## src/rtl/muldiv_sequencer.sv

```systemverilog
// Multi-cycle RV32M multiply/divide sequencer: shift-add multiplier and restoring divider.
// Optional MULDIV_FASTPATH_EN: divide-by-zero, signed overflow and zero-operand multiply skip CALC.
module muldiv_sequencer #(
  parameter int XLEN  = 32,
  parameter int CNT_W = 6
) (
  input  logic            clk,
  input  logic            rst,
  input  logic            start,
  input  logic [2:0]      func3,
  input  logic [XLEN-1:0] op_a,
  input  logic [XLEN-1:0] op_b,
  input  logic            flush,
  output logic            busy,
  output logic            done,
  output logic [XLEN-1:0] result
);

  typedef enum logic [1:0] {S_IDLE, S_CALC, S_FIXUP, S_DONE} state_t;

  state_t              r_state, w_next;
  logic [2:0]          r_func3;
  logic [XLEN-1:0]     r_opnd;
  logic [2*XLEN-1:0]   r_acc;
  logic                r_neg, r_rem_neg;
  logic [CNT_W-1:0]    r_cnt;

  logic                w_accept, w_is_div, w_a_signed, w_b_signed, w_sa, w_sb, w_b_zero;
  logic [XLEN-1:0]     w_mag_a, w_mag_b;
  logic                w_fast;
  logic [2*XLEN-1:0]   w_acc_init, w_fast_acc;
  logic [XLEN:0]       w_sum, w_rem_sh, w_diff;
  logic [2*XLEN-1:0]   w_step, w_prod;
  logic [XLEN-1:0]     w_quot, w_rem, w_fix;

  assign w_accept   = (r_state == S_IDLE) && start && !flush;
  assign w_is_div   = func3[2];
  // MUL/MULH/DIV/REM treat both operands as signed; MULHSU only op_a.
  assign w_a_signed = w_is_div ? ~func3[0] : (func3[1:0] != 2'b11);
  assign w_b_signed = w_is_div ? ~func3[0] : ~func3[1];
  assign w_sa       = w_a_signed & op_a[XLEN-1];
  assign w_sb       = w_b_signed & op_b[XLEN-1];
  assign w_mag_a    = w_sa ? -op_a : op_a;
  assign w_mag_b    = w_sb ? -op_b : op_b;
  assign w_b_zero   = (op_b == '0);
  assign w_acc_init = w_is_div ? {{XLEN{1'b0}}, w_mag_a} : {{XLEN{1'b0}}, w_mag_b};

`ifdef MULDIV_FASTPATH_EN
  logic w_ovf;
  assign w_ovf = w_is_div && !func3[0] && (op_a == {1'b1, {(XLEN-1){1'b0}}}) && (op_b == '1);

  always_comb begin
    w_fast     = 1'b0;
    w_fast_acc = '0;
    if (w_is_div) begin
      if (w_b_zero) begin
        w_fast     = 1'b1;
        w_fast_acc = {w_mag_a, {XLEN{1'b1}}};
      end else if (w_ovf) begin
        w_fast     = 1'b1;
        w_fast_acc = {{XLEN{1'b0}}, 1'b1, {(XLEN-1){1'b0}}};
      end
    end else if ((op_a == '0) || w_b_zero) begin
      w_fast = 1'b1;
    end
  end
`else
  assign w_fast     = 1'b0;
  assign w_fast_acc = '0;
`endif

  // One iteration: multiply adds into the upper half then shifts right;
  // divide shifts {rem,quot} left and keeps the trial subtraction if it did not borrow.
  always_comb begin
    w_sum    = {1'b0, r_acc[2*XLEN-1:XLEN]} + (r_acc[0] ? {1'b0, r_opnd} : '0);
    w_rem_sh = {r_acc[2*XLEN-1:XLEN], r_acc[XLEN-1]};
    w_diff   = w_rem_sh - {1'b0, r_opnd};
    if (!r_func3[2])
      w_step = {w_sum, r_acc[XLEN-1:1]};
    else if (!w_diff[XLEN])
      w_step = {w_diff[XLEN-1:0], r_acc[XLEN-2:0], 1'b1};
    else
      w_step = {w_rem_sh[XLEN-1:0], r_acc[XLEN-2:0], 1'b0};
  end

  assign w_prod = r_neg ? -r_acc : r_acc;
  assign w_quot = r_neg ? -r_acc[XLEN-1:0] : r_acc[XLEN-1:0];
  assign w_rem  = r_rem_neg ? -r_acc[2*XLEN-1:XLEN] : r_acc[2*XLEN-1:XLEN];

  always_comb begin
    case (r_func3)
      3'b000:                 w_fix = w_prod[XLEN-1:0];
      3'b001, 3'b010, 3'b011: w_fix = w_prod[2*XLEN-1:XLEN];
      3'b100, 3'b101:         w_fix = w_quot;
      default:                w_fix = w_rem;
    endcase
  end

  // NOTE: every always_comb output gets a default first so no path infers a latch.
  always_comb begin
    w_next = r_state;
    case (r_state)
      S_IDLE:  if (w_accept) w_next = w_fast ? S_FIXUP : S_CALC;
      S_CALC:  if (r_cnt == CNT_W'(XLEN-1)) w_next = S_FIXUP;
      S_FIXUP: w_next = S_DONE;
      S_DONE:  w_next = S_IDLE;
      default: w_next = S_IDLE;
    endcase
    if (flush && (r_state != S_IDLE)) w_next = S_IDLE;
  end

  // NOTE: sequential state uses non-blocking assignments so all flops update together.
  always_ff @(posedge clk or posedge rst) begin
    if (rst) begin
      r_state <= S_IDLE;
      busy    <= 1'b0;
      done    <= 1'b0;
    end else begin
      r_state <= w_next;
      busy    <= (w_next == S_CALC) || (w_next == S_FIXUP);
      done    <= (w_next == S_DONE);
    end
  end

  always_ff @(posedge clk or posedge rst) begin
    if (rst) begin
      r_func3   <= '0;
      r_opnd    <= '0;
      r_acc     <= '0;
      r_neg     <= 1'b0;
      r_rem_neg <= 1'b0;
      r_cnt     <= '0;
      result    <= '0;
    end else begin
      if (w_accept) begin
        r_func3   <= func3;
        r_opnd    <= w_is_div ? w_mag_b : w_mag_a;
        r_acc     <= w_fast ? w_fast_acc : w_acc_init;
        // A zero divisor keeps the all-ones quotient unsigned.
        r_neg     <= w_is_div ? ((w_sa ^ w_sb) & ~w_b_zero) : (w_sa ^ w_sb);
        r_rem_neg <= w_sa;
        r_cnt     <= '0;
      end else if (r_state == S_CALC) begin
        r_acc <= w_step;
        r_cnt <= r_cnt + 1'b1;
      end
      if ((r_state == S_FIXUP) && !flush) result <= w_fix;
    end
  end

endmodule

```

## config.mk

```make
export PLATFORM = sky130hd
export DESIGN_NAME = muldiv_sequencer
export DESIGN_NICKNAME = d
export VERILOG_FILES = /design/src/rtl/muldiv_sequencer.sv
export SDC_FILE = /design/constraint.sdc
export NUM_CORES = 1
export LEC_CHECK = 0
export BUFFER_PORTS_ARGS = -buffer_cell sky130_fd_sc_hd__buf_2
export CAP_MARGIN = 20
export CELL_PAD_IN_SITES_DETAIL_PLACEMENT = 1
export CELL_PAD_IN_SITES_GLOBAL_PLACEMENT = 2
export CORE_MARGIN = 8
export CORE_UTILIZATION = 40
export CTS_BUF_LIST = sky130_fd_sc_hd__clkbuf_4 sky130_fd_sc_hd__clkbuf_8
export DETAILED_ROUTE_END_ITERATION = 8
export PLACE_DENSITY_LB_ADDON = 0.08
export SYNTH_ARGS = -nofsm -noshare
export SYNTH_HDL_FRONTEND = slang
export SYNTH_SLANG_ARGS = --single-unit
```

## constraint.sdc

```tcl
create_clock -name clk -period 6.36 [get_ports clk]
set_input_delay 0.636 -clock clk [delete_from_list [all_inputs] [get_ports clk]]
set_output_delay 0.636 -clock clk [all_outputs]
set_load 0.005 [all_outputs]
```

==> summary.txt <==
Pwr
  – Peak VDD IR: 187.6 µV
  – Power Dens Cells: 404.8 mW/mm²
  – Static Leak: 6.597 nW
  – Tot Pwr: 0.006248 W

Finish
  – Final Non-Filler Cells: 2377
  – Fin nets: 2046
  – Cell area after layout: 0.01544 mm²
  – # diodes: 0
  – Share of cells above drive strength 1: 9.916%
  – Area Growth Syn to Fin: 8.068%

Placed design
  – Placed Cells: 2344
  – PortBufs: 104
  – RD Place Congestion: 0.8631
  – Placed inst area: 0.01498 mm²
  – DP HPWL: 41760 µm

Routing
  – WL final: 54270 µm
  – Via count: 14.22k
  – Initial drt markers: 1061
  – Routed length per instance: 22.83 µm
  – Via density: 5.982
  – DR DRC count: 0
  – TritonRoute pass-1 iters: 7
  – Antenna-violating nets left: 0

Clocking
  – CTS tree: done
  – TritonCTS Buffers: 17
  – Clock-pin slew on the worst setup and hold paths: 0.09 ns
  – Post-CTS Resized: 0
  – Worst-Skew Late Latency: 0.50 ns
  – H-tree levels: 4
  – Clock sinks: 143
  – Root Driver: clkbuf_8
  – Hold-fix buffers at CTS: 0
  – Postcts setup bufs: 0
  – Clock tree buffer depth: 2

STA
  – Final Max Tran Viols: 0
  – Setup TNS: 0 ns
  – Hold Slack: 0.2579 ns
  – Tmin final: 4.032 ns
  – Final Cycle Share: 63.39%
  – Slew headroom: 28.73%
  – Worst Tran Pin Value: 1.067 ns
  – Fmax: 248.0 MHz
  – Final Hold Viols: 0
  – Clk_skew: 0.01902 ns
  – Final setup violation count: 0
  – RSZ-0062 raised after global routing: false

Setup path
  – Buf/Inv on CP: 2
  – Worst setup path category: reg2reg
  – Crit path from: r_acc[31]$_DFFE_PP0P_
  – Setup crit end: r_acc[49]$_DFFE_PP0P_
  – Slowest stage cell on the critical path: buf_4
  – R2r endpoint: r_acc[49]$_DFFE_PP0P_
  – Worst Reg2Reg Path Length in Cells: 13
  – FF-to-FF Start: r_acc[31]$_DFFE_PP0P_
  – Kind of end point of the critical path: register
  – Worst-path cell chain: inv_1 > ha_1 > fa_1 > nor2b_1 > o31a_1 > o2111ai_1 > a31o_2 > and2_1 > o211ai_1 > buf_4 > mux2i_1 > nor2_1 > a221o_1
  – CP max FO: 57
  – Critical path data arrival time: 4.40 ns
  – Startpoint types: register
  – Critical path required time: 6.73 ns
  – Critical path's top delay family: compound AO/OA/AOI/OAI gates
  – Reg2reg setup slack: 2.33 ns
  – Worst path depth: 13
  – Max incr delay on CP: 0.57 ns

Logic synthesis
  – Synthesized area: 0.01428 mm²
  – Area contributors post-synth: dfrtp_1 (25%), xor2_1 (6.4%), o21ai_0 (6.4%)
  – Most frequent cell after synthesis: nand2_1
  – EDFF count, synth: 0
  – Syn_area_per_cell: 7.498 µm²
  – Synth async-reset ratio: 100.0%
  – Post-synth top area share: 25.05%
  – Post-synth top area cell: dfrtp_1
  – Most frequent cells after synthesis: nand2_1 (233), o21ai_0 (183), nor2_1 (165), a21oi_1 (159), dfrtp_1 (143)
  – Primary FF master, synth: dfrtp_1
  – Post-Syn Instances: 1905
  – Syn_nets: 2048
  – Synth Register Bits: 143
  – Unique cell type count in the Yosys netlist: 80
  – Synth warn: 0
  – Sequential share of the synthesized area: 25.05%

Floorplan
  – I/O pins: 105
  – Vert. Die Dim: 205.0 µm
  – Chip Width: 205.0 µm
  – DIE AREA: 0.04201 mm²
  – Core Region: 0.03540 mm²
  – Initial Util: 40.35%
  – FP Rows: 69

GRT
  – GRT Util Overall: 25.82%
  – Grt ovf: 0
  – Vias in the first global route: 14.23k
  – Largest net degree at the start of global routing: 96
  – First-pass GRT wire length: 84770 µm
  – Initial antenna violation count: 0

Outcome
  – Run status: completed

Hold path
  – Hold WC Path Type: in2async

Flow run
  – Max-Cap Viols: 0
-- flip-flops by register name, summed over array words and instances (netlist names) --
| signal | cells |
|---|---|
| r_acc | 64 |
| r_opnd | 32 |
| result | 32 |
| r_cnt | 6 |
| r_func3 | 3 |
| r_state | 2 |
| busy | 1 |
| done | 1 |
| r_neg | 1 |
| r_rem_neg | 1 |
-- through the flow --
stage / setup WS, ns / utilization (%)
after global placement: 2.180 / 42.32
after detailed placement: 2.094 / 42.32
after global routing: 2.110 / 43.61
after CTS: 2.092 / 43.53
after floorplan: 1.886 / -
final: 2.328 / 43.61
-- worst min-delay path by stage --
stage,start,to,slack (ns),cells past startpoint
5_1_grt,rst,r_acc[8]$_DFFE_PP0P_,0.32,2
4_1_cts,rst,r_acc[11]$_DFFE_PP0P_,0.29,2
6_report,rst,r_acc[11]$_DFFE_PP0P_,0.26,2
3_5_place_dp,result[3]$_DFFE_PP0P_,result[3]$_DFFE_PP0P_,0.47,2
2_1_floorplan,r_opnd[12]$_DFFE_PP0P_,r_opnd[12]$_DFFE_PP0P_,0.45,2
3_3_place_gp,result[1]$_DFFE_PP0P_,result[1]$_DFFE_PP0P_,0.46,2
-- cell families (layout without fill, tap and decap cells) --
group / count (synthesis) / after routing / share of synthesized area [%]
xor gates and xnor gates: 201 / 201 / 12.32
and+or+nand+nor: 605 / 605 / 19.60
DFF: 143 / 143 / 25.05
muxes: 54 / 54 / 3.828
adders and majority gates: 72 / 72 / 6.412
buffers and inverters: 213 / 224 / 5.729
AOI/OAI and AO/OA: 617 / 617 / 27.06
-- power breakdown --
part | switching [W] | total, W | internal [W]
Combinational | 0.00234 | 0.00379 | 0.00146
Clock | 0.000432 | 0.000838 | 0.000406
Sequential | 0.000496 | 0.00162 | 0.00112
Total | 0.00326 | 0.00625 | 0.00298
-- cell usage in the layout (no fill, tap or decap), drive strengths merged, types with 8 or more instances in the layout --
master | netlist | final
o21a | 13 | 13
nor2 | 165 | 165
dfrtp | 143 | 143
a21oi | 159 | 159
o31ai | 31 | 31
xnor2 | 96 | 96
nand2 | 235 | 235
and3 | 10 | 10
o21bai | 8 | 8
nor2b | 11 | 11
inv | 68 | 72
o41ai | 15 | 15
a31oi | 14 | 14
o21ai | 199 | 199
a221o | 8 | 8
a22oi | 15 | 15
nor4 | 18 | 18
or4 | 13 | 13
a211oi | 13 | 13
ha | 70 | 70
and2 | 12 | 12
clkbuf | 123 | 18
o211ai | 33 | 33
a21o | 18 | 18
nand4 | 14 | 14
nand3 | 39 | 39
buf | 21 | 123
mux2i | 49 | 49
nand2b | 17 | 17
nor3 | 31 | 31
or3 | 15 | 15
o22ai | 21 | 21
xor2 | 105 | 105
o221ai | 25 | 25
-- routing by layer --
layer,up-vias,wire length [µm],GRT usage (%)
li1,6833,-,-
met1,7001,26390,37.00
met2,326,24020,39.72
met3,59,2315,2.973
met4,0,1544,8.655
met5,-,0,0
-- worst register-to-register path: cells and delay by family, from the launching register on --
kind | cells | cell delay (ns)
AOI/OAI and AO/OA | 5 | 1.37
adders and majority gates | 2 | 0.64
buffers and inverters | 2 | 0.67
DFF | 1 | 0.47
muxes | 1 | 0.33
and+or+nand+nor | 3 | 0.41
-- final cells by class --
type / count / area, µm²
flip-flops and latches: 143 / 3581
clock inverters: 14 / 182.7
repair buffers: 123 / 683.2
well taps: 461 / 576.8
clock buffers: 18 / 247.7
multi-input cells: 1549 / 9901
fillers: 4465 / 19960
inverters: 69 / 264.0
Power figures use the tool's default switching activity.
